<file path="src/rtl/mdu_pkg.sv">
// mdu_pkg: shared op encodings, FSM states and latency helpers
// for the iterative HI/LO multiply/divide unit.
package mdu_pkg;

    localparam logic [3:0] OP_NOP   = 4'd0;
    localparam logic [3:0] OP_MULT  = 4'd1;
    localparam logic [3:0] OP_MULTU = 4'd2;
    localparam logic [3:0] OP_DIV   = 4'd3;
    localparam logic [3:0] OP_DIVU  = 4'd4;
    localparam logic [3:0] OP_MTHI  = 4'd5;
    localparam logic [3:0] OP_MTLO  = 4'd6;
    localparam logic [3:0] OP_MADD  = 4'd7;
    localparam logic [3:0] OP_MADDU = 4'd8;
    localparam logic [3:0] OP_MSUB  = 4'd9;
    localparam logic [3:0] OP_MSUBU = 4'd10;

    typedef enum logic [1:0] {
        ST_IDLE,
        ST_MUL,
        ST_DIV_ITER,
        ST_DIV_FIX
    } mdu_state_e;

    typedef enum logic [1:0] {
        ACC_NONE,
        ACC_ADD,
        ACC_SUB
    } mdu_acc_e;

    function automatic int div_lat(input int width);
        return width + 1;
    endfunction

endpackage

</file>
<file path="src/rtl/mdu_div_core.sv">
// mdu_div_core: unsigned restoring divider, one quotient bit
// per cycle, WIDTH iterations after the start edge.
module mdu_div_core #(
    parameter int WIDTH = 32
) (
    input  logic             Clk,
    input  logic             Reset,
    input  logic             start_i,
    input  logic             flush_i,
    input  logic [WIDTH-1:0] dividend_i,
    input  logic [WIDTH-1:0] divisor_i,
    output logic             last_o,
    output logic             valid_o,
    output logic [WIDTH-1:0] quot_o,
    output logic [WIDTH-1:0] rem_o
);

    localparam int CW = $clog2(WIDTH + 1);

    logic             run_q;
    logic             valid_q;
    logic [CW-1:0]    cnt_q;
    logic [WIDTH-1:0] rem_q;
    logic [WIDTH-1:0] quo_q;
    logic [WIDTH-1:0] dvs_q;
    logic [WIDTH:0]   sh;
    logic [WIDTH:0]   trial;

    // Top bit of trial is the borrow: set means restore.
    assign sh     = {rem_q, quo_q[WIDTH-1]};
    assign trial  = sh - {1'b0, dvs_q};
    assign last_o = run_q && (cnt_q == CW'(1));

    always_ff @(posedge Clk) begin
        if (Reset) begin
            run_q   <= 1'b0;
            valid_q <= 1'b0;
            cnt_q   <= '0;
            rem_q   <= '0;
            quo_q   <= '0;
            dvs_q   <= '0;
        end else if (flush_i) begin
            run_q   <= 1'b0;
            valid_q <= 1'b0;
        end else if (start_i) begin
            run_q   <= 1'b1;
            valid_q <= 1'b0;
            cnt_q   <= CW'(WIDTH);
            rem_q   <= '0;
            quo_q   <= dividend_i;
            dvs_q   <= divisor_i;
        end else if (run_q) begin
            rem_q <= trial[WIDTH] ? sh[WIDTH-1:0]
                                  : trial[WIDTH-1:0];
            quo_q <= {quo_q[WIDTH-2:0], ~trial[WIDTH]};
            cnt_q <= cnt_q - CW'(1);
            if (last_o) begin
                run_q   <= 1'b0;
                valid_q <= 1'b1;
            end
        end
    end

    assign valid_o = valid_q;
    assign quot_o  = quo_q;
    assign rem_o   = rem_q;

endmodule

</file>
<file path="src/rtl/mdu_iter.sv">
// mdu_iter: E-stage multiply/divide unit owning HI/LO.
// Define MDU_MACC_EN to build MADD/MADDU/MSUB/MSUBU.
module mdu_iter
    import mdu_pkg::*;
#(
    parameter int WIDTH   = 32,
    parameter int MUL_LAT = 5
) (
    input  logic             Clk,
    input  logic             Reset,
    input  logic             Start,
    input  logic [3:0]       Op,
    input  logic [WIDTH-1:0] Data1,
    input  logic [WIDTH-1:0] Data2,
    input  logic             Flush,
    output logic             Busy,
    output logic             Done,
    output logic [WIDTH-1:0] HI,
    output logic [WIDTH-1:0] LO
);

    localparam int CW = (MUL_LAT > 1) ? $clog2(MUL_LAT) : 1;
    localparam int W2 = 2 * WIDTH;

    mdu_state_e       state_q;
    logic             busy_q;
    logic             done_q;
    logic [WIDTH-1:0] hi_q;
    logic [WIDTH-1:0] lo_q;
    logic [CW-1:0]    cnt_q;
    logic [W2-1:0]    prod_q;
    logic             qneg_q;
    logic             rneg_q;

    logic             accept;
    logic             is_mul;
    logic             is_div;
    logic             sgn;
    logic             mthi;
    logic             mtlo;
    logic             div_go;
    logic [W2-1:0]    a_ext;
    logic [W2-1:0]    b_ext;
    logic [W2-1:0]    prod;
    logic [W2-1:0]    mul_res;
    logic [WIDTH-1:0] d1_abs;
    logic [WIDTH-1:0] d2_abs;
    logic             div_last;
    logic             div_valid;
    logic [WIDTH-1:0] quot;
    logic [WIDTH-1:0] rem;
    logic [WIDTH-1:0] q_fix;
    logic [WIDTH-1:0] r_fix;
`ifdef MDU_MACC_EN
    mdu_acc_e         acc_op;
    mdu_acc_e         acc_q;
`endif

    assign accept = Start && !busy_q && !Flush;

    always_comb begin
        is_mul = 1'b0;
        is_div = 1'b0;
        sgn    = 1'b0;
        mthi   = 1'b0;
        mtlo   = 1'b0;
`ifdef MDU_MACC_EN
        acc_op = ACC_NONE;
`endif
        unique case (Op)
            OP_MULT: begin
                is_mul = 1'b1;
                sgn    = 1'b1;
            end
            OP_MULTU: is_mul = 1'b1;
            OP_DIV: begin
                is_div = 1'b1;
                sgn    = 1'b1;
            end
            OP_DIVU: is_div = 1'b1;
            OP_MTHI: mthi = 1'b1;
            OP_MTLO: mtlo = 1'b1;
`ifdef MDU_MACC_EN
            OP_MADD: begin
                is_mul = 1'b1;
                sgn    = 1'b1;
                acc_op = ACC_ADD;
            end
            OP_MADDU: begin
                is_mul = 1'b1;
                acc_op = ACC_ADD;
            end
            OP_MSUB: begin
                is_mul = 1'b1;
                sgn    = 1'b1;
                acc_op = ACC_SUB;
            end
            OP_MSUBU: begin
                is_mul = 1'b1;
                acc_op = ACC_SUB;
            end
`endif
            default: ;
        endcase
    end

    // Sign-extending to 2*WIDTH makes the low half of one
    // unsigned product correct for both signednesses.
    assign a_ext = sgn ? {{WIDTH{Data1[WIDTH-1]}}, Data1}
                       : {{WIDTH{1'b0}}, Data1};
    assign b_ext = sgn ? {{WIDTH{Data2[WIDTH-1]}}, Data2}
                       : {{WIDTH{1'b0}}, Data2};
    assign prod  = a_ext * b_ext;

    assign d1_abs = (sgn && Data1[WIDTH-1]) ? -Data1 : Data1;
    assign d2_abs = (sgn && Data2[WIDTH-1]) ? -Data2 : Data2;
    assign div_go = accept && is_div && (Data2 != '0);

    mdu_div_core #(
        .WIDTH(WIDTH)
    ) u_div (
        .Clk       (Clk),
        .Reset     (Reset),
        .start_i   (div_go),
        .flush_i   (Flush),
        .dividend_i(d1_abs),
        .divisor_i (d2_abs),
        .last_o    (div_last),
        .valid_o   (div_valid),
        .quot_o    (quot),
        .rem_o     (rem)
    );

    assign q_fix = qneg_q ? -quot : quot;
    assign r_fix = rneg_q ? -rem : rem;

`ifdef MDU_MACC_EN
    always_comb begin
        mul_res = prod_q;
        unique case (acc_q)
            ACC_ADD: mul_res = {hi_q, lo_q} + prod_q;
            ACC_SUB: mul_res = {hi_q, lo_q} - prod_q;
            default: mul_res = prod_q;
        endcase
    end
`else
    assign mul_res = prod_q;
`endif

    always_ff @(posedge Clk) begin
        if (Reset) begin
            state_q <= ST_IDLE;
            busy_q  <= 1'b0;
            done_q  <= 1'b0;
            hi_q    <= '0;
            lo_q    <= '0;
            cnt_q   <= '0;
            prod_q  <= '0;
            qneg_q  <= 1'b0;
            rneg_q  <= 1'b0;
`ifdef MDU_MACC_EN
            acc_q   <= ACC_NONE;
`endif
        end else begin
            done_q <= 1'b0;
            if (busy_q && Flush) begin
                state_q <= ST_IDLE;
                busy_q  <= 1'b0;
            end else begin
                unique case (state_q)
                    ST_IDLE: begin
                        if (accept && mthi) hi_q <= Data1;
                        if (accept && mtlo) lo_q <= Data1;
                        if (accept && is_mul) begin
                            state_q <= ST_MUL;
                            busy_q  <= 1'b1;
                            cnt_q   <= CW'(MUL_LAT - 1);
                            prod_q  <= prod;
`ifdef MDU_MACC_EN
                            acc_q   <= acc_op;
`endif
                        end
                        if (div_go) begin
                            state_q <= ST_DIV_ITER;
                            busy_q  <= 1'b1;
                            qneg_q  <= sgn && (Data1[WIDTH-1] ^ Data2[WIDTH-1]);
                            rneg_q  <= sgn && Data1[WIDTH-1];
                        end
                    end
                    ST_MUL: begin
                        if (cnt_q == '0) begin
                            {hi_q, lo_q} <= mul_res;
                            state_q      <= ST_IDLE;
                            busy_q       <= 1'b0;
                            done_q       <= 1'b1;
                        end else begin
                            cnt_q <= cnt_q - CW'(1);
                        end
                    end
                    ST_DIV_ITER: begin
                        if (div_last) state_q <= ST_DIV_FIX;
                    end
                    ST_DIV_FIX: begin
                        if (div_valid) begin
                            lo_q    <= q_fix;
                            hi_q    <= r_fix;
                            state_q <= ST_IDLE;
                            busy_q  <= 1'b0;
                            done_q  <= 1'b1;
                        end
                    end
                    default: state_q <= ST_IDLE;
                endcase
            end
        end
    end

    assign Busy = busy_q;
    assign Done = done_q;
    assign HI   = hi_q;
    assign LO   = lo_q;

endmodule

</file>
<file path="config.mk">
export PLATFORM = sky130hd
export DESIGN_NAME = mdu_iter
export DESIGN_NICKNAME = d
export VERILOG_FILES = /design/src/rtl/mdu_pkg.sv /design/src/rtl/mdu_div_core.sv /design/src/rtl/mdu_iter.sv
export SDC_FILE = /design/constraint.sdc
export NUM_CORES = 2
export LEC_CHECK = 0
export CELL_PAD_IN_SITES_DETAIL_PLACEMENT = 0
export CELL_PAD_IN_SITES_GLOBAL_PLACEMENT = 1
export CORE_ASPECT_RATIO = 1.4
export CORE_UTILIZATION = 51
export CTS_CLUSTER_SIZE = 25
export DETAILED_ROUTE_END_ITERATION = 7
export GPL_TIMING_DRIVEN = 0
export PLACE_DENSITY_LB_ADDON = 0.2
export SYNTH_ARGS = -nofsm -noshare
export SYNTH_HDL_FRONTEND = slang
export SYNTH_SLANG_ARGS = --single-unit
export TNS_END_PERCENT = 5
</file>
<file path="constraint.sdc">
create_clock -name Clk -period 18 [get_ports Clk]
set_input_delay 3.6 -clock Clk [delete_from_list [all_inputs] [get_ports Clk]]
set_output_delay 3.6 -clock Clk [all_outputs]
set_load 0.03 [all_outputs]
</file>
After elaboration in Yosys (flattened, before gate mapping)
Index checks and enable logic that the tools add are counted.
- $lt $le $gt $ge: 0
- mux-type cells: 46
- equal/unequal tests: 18
- bitwise gates (word level): 4
- shift-type cells: 0
- divide/modulo/power cells: 0
- reductions and logical operators: 36
- $add $sub $neg: 7
- $mul: 1
- operator list (kind ; number):
    32-bit two-way mux ; 15
    32-bit one-hot mux with 3 select lines ; 2
    64-bit two-way mux ; 2
    32-bit negator ; 4
    64-bit by 64-bit multiplier with 64-bit output ; 1
    33-bit by 32-bit subtractor with 33-bit output ; 1
    32-bit nonzero test ; 1
    1-bit two-way mux ; 14
    4-bit by 3-bit equality test with 1-bit output, second input constant ; 3
    1-bit logical AND ; 12
    6-bit two-way mux ; 2
    2-bit != test, second input constant ; 6
    4-bit AND reduction ; 3
    2-bit two-way mux ; 5
    5-bit AND reduction ; 2
    2-bit OR reduction ; 5
    4-bit by 2-bit equality test with 1-bit output, second input constant ; 2
    2-bit one-hot mux with 4 select lines ; 1
    6-bit by 1-bit equality test with 1-bit output, second input constant ; 1
    3-bit two-way mux ; 2
    3-bit one-hot mux with 2 select lines ; 1
    2-bit AND reduction ; 3
    3-bit AND reduction ; 2
    6-bit by 1-bit subtractor with 6-bit output, second input constant ; 1
    16 further kinds ; 21
- word-level logic and storage cells: 127
- output and inout bits: 66
- bits in writable memories: 0
- bits of input ports: 72
- register bits: 241
- ROM bits: 0
- memories: 0
- latch bits: 0

Logic depth before layout (Yosys ltp)
- word-level depth: 7
- mapped depth: 37

Modules after synthesis
From an unflattened synthesis, not the netlist that was laid out.
- cells, all modules: 7042
- area total of the unflattened synthesis: 62097.1 sq um
- by module, submodules not included (module ; times used ; seq. area each (sq um) ; cells an instance ; area each (sq um)):
    mdu_iter ; 1 ; 2742.6 ; 6286 ; 56027.5
    mdu_div_core ; 1 ; 2082.0 ; 756 ; 6069.6

Worst setup path before layout
No wires, ideal clock.
- kind: input to register
- start point: in Op[3]
- end point: reg prod_q[63] (netlist: mul_res[63])
- arrival: 12552 ps
- cell stages on the path: 32
- slack: 5363 ps
- path through: nor3b_1 -> and2_0 -> clkbuf_1 -> clkbuf_1 -> buf_1 -> nand2_1 -> fa_1 -> inv_1 -> fa_1 -> fa_1 -> inv_1 -> fa_1 -> inv_1 -> fa_1 -> fa_1 -> fa_1 -> fa_1 -> fa_1 -> inv_1 -> fa_1 -> inv_1 -> ha_1 -> a21o_1 -> a21o_1 -> a21oi_1 -> nand2_1 -> o2111ai_1 -> o211ai_1 -> a21o_1 -> a31oi_1 -> xnor2_1 -> a211oi_1
- cells in the longest elaborated chain, start to end: 5
- elaborated cells on any way between the ends: 12
- those cells by class: mul (1); eq/ne (3); mux (4); reduce/logical (4)
- RTL lines (item ; line ; source):
    start: declaration ; mdu_iter.sv:12 ; input logic [3:0] Op,
    4-bit by 2-bit equality test with 1-bit output / 4-bit by 1-bit equality test with 1-bit output (equally long branches) ; mdu_iter.sv:70 ; unique case (Op)
    2-bit OR reduction (no source line) ; - ;
    1-bit two-way mux ; mdu_iter.sv:70 ;
    64-bit two-way mux (tied with other cells) ; mdu_iter.sv:109 ; assign a_ext = sgn ? {{WIDTH{Data1[WIDTH-1]}}, Data1}
    64-bit by 64-bit multiplier with 64-bit output / 3-bit AND reduction (equally long branches) ; - ;
    end signal: assignment ; mdu_iter.sv:178 ; prod_q <= prod;
    end: declaration ; mdu_iter.sv:31 ; logic [W2-1:0] prod_q;
Several ways; a longest one is shown, not always the timed one.
A chain may end at the register's enable or synchronous reset.

Final worst setup path
- start point: in Op[0]
- end point: reg prod_q[62] (netlist: mul_res[62])
The elaborated chain is that of the path after synthesis.

==> summary.md <==
| Metric | Value |
|---|---|
| Status | `finished, violations left` |
| Failing checks | `max-capacitance violations, max-slew violations` |
| Fin nets | `8,949` |
| CTS root buffer | `clkbuf_16` |
| Dpl hpwl | `229,000 um` |
| Vias in the first global route | `55,400` |
| Most frequent CP cell | `fa_1` |
| DR pass1 iterations | `8` |
| Max-cap violations | `4` |
| Core Util, Final | `54.8%` |
| Clock sink count | `241` |
| Clock skew | `24.6 ps` |
| Worst-path clk slew | `70 ps` |
| CTS tree | `done` |
| Setup ws final | `1190 ps` |
| Grt total ovfl | `0` |
| Fmax | `0.0595 GHz` |
| Max Slew Vio Count | `16` |
| Mapped cell area | `61,700 um2` |
| FFs w/ async S/R, synth | `0%` |
| EDFF count, synth | `0` |
| Gpl congestion | `1.05` |
| Starting Density | `51.6%` |
| Starting DRC count in detailed routing | `4,559` |
| Final Cycle Share | `93.4%` |
| Initial antenna violation count | `36` |
| Die height | `413 um` |
| First-pass GRT wire length | `385,000 um` |
| Vias per cell | `5.94` |
| Die X | `296 um` |
| Largest net degree at the start of global routing | `22` |
| Worst slew pin tran | `1670 ps` |
| CP required | `18,500 ps` |
| Worst hold path class | `reg2reg` |
| Library cells used by synthesis | `76` |
| Crit path kind | `in2reg` |
| DR WL/cell | `31.1 um` |
| Syn avg cell area | `8.82 um2` |
| Most used DFF post-synth | `dfxtp_1` |
| Synth-to-Final Area Change | `6.27%` |
| Synth Register Bits | `241` |
| Die Area | `122,000 um2` |
| Hold-fix buffers, CTS | `0` |
| Slew HR | `-12.1%` |
| Post-CTS sizing | `0` |
| GRT Util Overall | `45.7%` |
| RSZ-0062 raised after global routing | `no` |
| Clk buf depth | `3` |
| Cells after Synth | `6,990` |
| Critical Path Fanout Max | `10` |
| Place WS | `937 ps` |
| Setup Buffers After CTS | `0` |
| Syn nets | `8,830` |
| Port bufs | `88` |
| Critical Path Max Stage Delay | `920 ps` |
| Minimum clock period | `16,810 ps` |
| Final hold vios | `0` |
| Detail Route Antenna Nets | `0` |
| Rows | `150` |
| Total wire length | `272,000 um` |
| Endpoints failing setup | `0` |
| Critical Path AT | `17,310 ps` |
| Post-synthesis sequential area ratio | `7.83%` |
| Startpoint type of the worst setup path | `input port` |
| Vias | `52,000` |
| Slowest CP cell | `clkbuf_1` |
| Clk Latency, worst-skew pair | `590 ps` |
| Residual DRC | `0` |
| Num CTS Buffers | `23` |
| Core area | `120,000 um2` |
| Ys Warns | `0` |
| H-tree lvl count | `1` |
| Share of cells above drive strength 1 | `1.29%` |
| I/O Pins | `138` |
| Setup TNS | `0 ps` |
| CP Capture Type | `flop` |
-- final timing paths --
path                                 end                        start  cells after the start  slack (ps)
max reg2reg  u_div.rem_o[6]$_SDFFE_PP0P_  u_div.rem_o[8]$_SDFFE_PP0P_                     12       12400
max             mul_res[62]$_SDFFE_PP0P_                        Op[0]                     33        1190
min                cnt_q[1]$_SDFFE_PP0P_        cnt_q[1]$_SDFFE_PP0P_                      2         460
min reg2reg        cnt_q[1]$_SDFFE_PP0P_        cnt_q[1]$_SDFFE_PP0P_                      2         460
-- routing by layer --
metal	wire length, um	GRT usage (%)	up-vias
met5	55	0	-
met4	36100	48.6	8
met3	25600	11.2	1226
met2	124000	73.0	3140
met1	85700	47.4	26300
li1	-	-	21300
-- cells in the final DEF, fill, tap and decap left out, drive strengths merged, types with 41 or more instances in the layout --
master and n:
a21oi 207, buf 105, and3 41, a21o 54, nand3 46, fa 1420, nand2 1002, nor3 59
xor2 100, a311oi 49, clkdlybuf4s50 88, o211ai 44, a211oi 87, xnor2 156, ha 348, and2 370
nor2 256, o21ai 137, dfxtp 241, clkbuf 340, inv 1597
-- cell families after synthesis --
family	count (synthesis)	share of synthesized area [%]
XOR/XNOR	256	3.64
multiplexers	29	0.473
buffers and inverters	2007	12.3
AND/OR/NAND/NOR	1928	14.4
flip-flops	241	7.83
AO/OA/AOI/OAI	758	8.18
adder cells (fa/ha/maj)	1771	53.2
-- flip-flops by register name (all words and copies together) (netlist names) --
signal,count
LO,32
u_div.rem_o,32
mul_res,64
HI,32
u_div.run_q,1
state_q,2
qneg_q,1
u_div.valid_o,1
u_div.dvs_q,32
cnt_q,3
rneg_q,1
u_div.cnt_q,6
Done,1
u_div.quot_o,32
Busy,1
-- cell type report --
| class | instances | area [um2] |
|---|---|---|
| Tap cell | 1596 | 2000 |
| Inverter | 1597 | 5990 |
| Timing Repair Buffer | 94 | 972 |
| Multi-Input combinational cell | 4742 | 49300 |
| Clock inverter | 12 | 165 |
| Clock buffer | 29 | 648 |
| Antenna cell | 26 | 65.1 |
| Buffer | 410 | 1560 |
| Sequential cell | 241 | 4820 |
| Fill cell | 11600 | 54000 |
-- stage by stage --
step	hold slack, ps	cells	cell area (um2)
6_report	458	8747	65500
2_1_floorplan	424	6990	61700
3_5_place_dp	447	8678	64600
4_1_cts	456	8719	65400
3_3_place_gp	441	8674	64500
5_1_grt	471	8724	65500
-- critical path: cells and delay by family --
family          cells  cell delay [ps]
compound gates      5             1750
fa+ha+maj          11             5920
buf+inv            10             3560
simple gates        7             2440
-- synthesized netlist by cell type, drive strengths merged, types with 18 or more instances --
| cell type | n | area [um2] |
|---|---|---|
| ha | 348 | 4350 |
| fa | 1420 | 28400 |
| nand2b | 26 | 163 |
| clkbuf | 311 | 1170 |
| and2 | 370 | 2310 |
| xnor2 | 156 | 1370 |
| nand3 | 46 | 230 |
| o41ai | 18 | 165 |
| buf | 99 | 390 |
| or3 | 22 | 143 |
| o211ai | 44 | 330 |
| o21ai | 137 | 686 |
| a21o | 54 | 405 |
| mux2i | 28 | 280 |
| a21oi | 207 | 1040 |
| nor2 | 256 | 968 |
| o31ai | 37 | 278 |
| and3 | 41 | 257 |
| xor2 | 100 | 876 |
| a211oi | 87 | 653 |
| inv | 1596 | 5990 |
| nand2 | 1002 | 3760 |
| nor3 | 59 | 295 |
| o21a | 18 | 135 |
| nor2b | 23 | 144 |
| dfxtp | 241 | 4820 |
| a311oi | 49 | 429 |
Power is left out: the tool's default activity adds up to more than one toggle a clock period on the data nets, which glitch-free logic cannot reach.
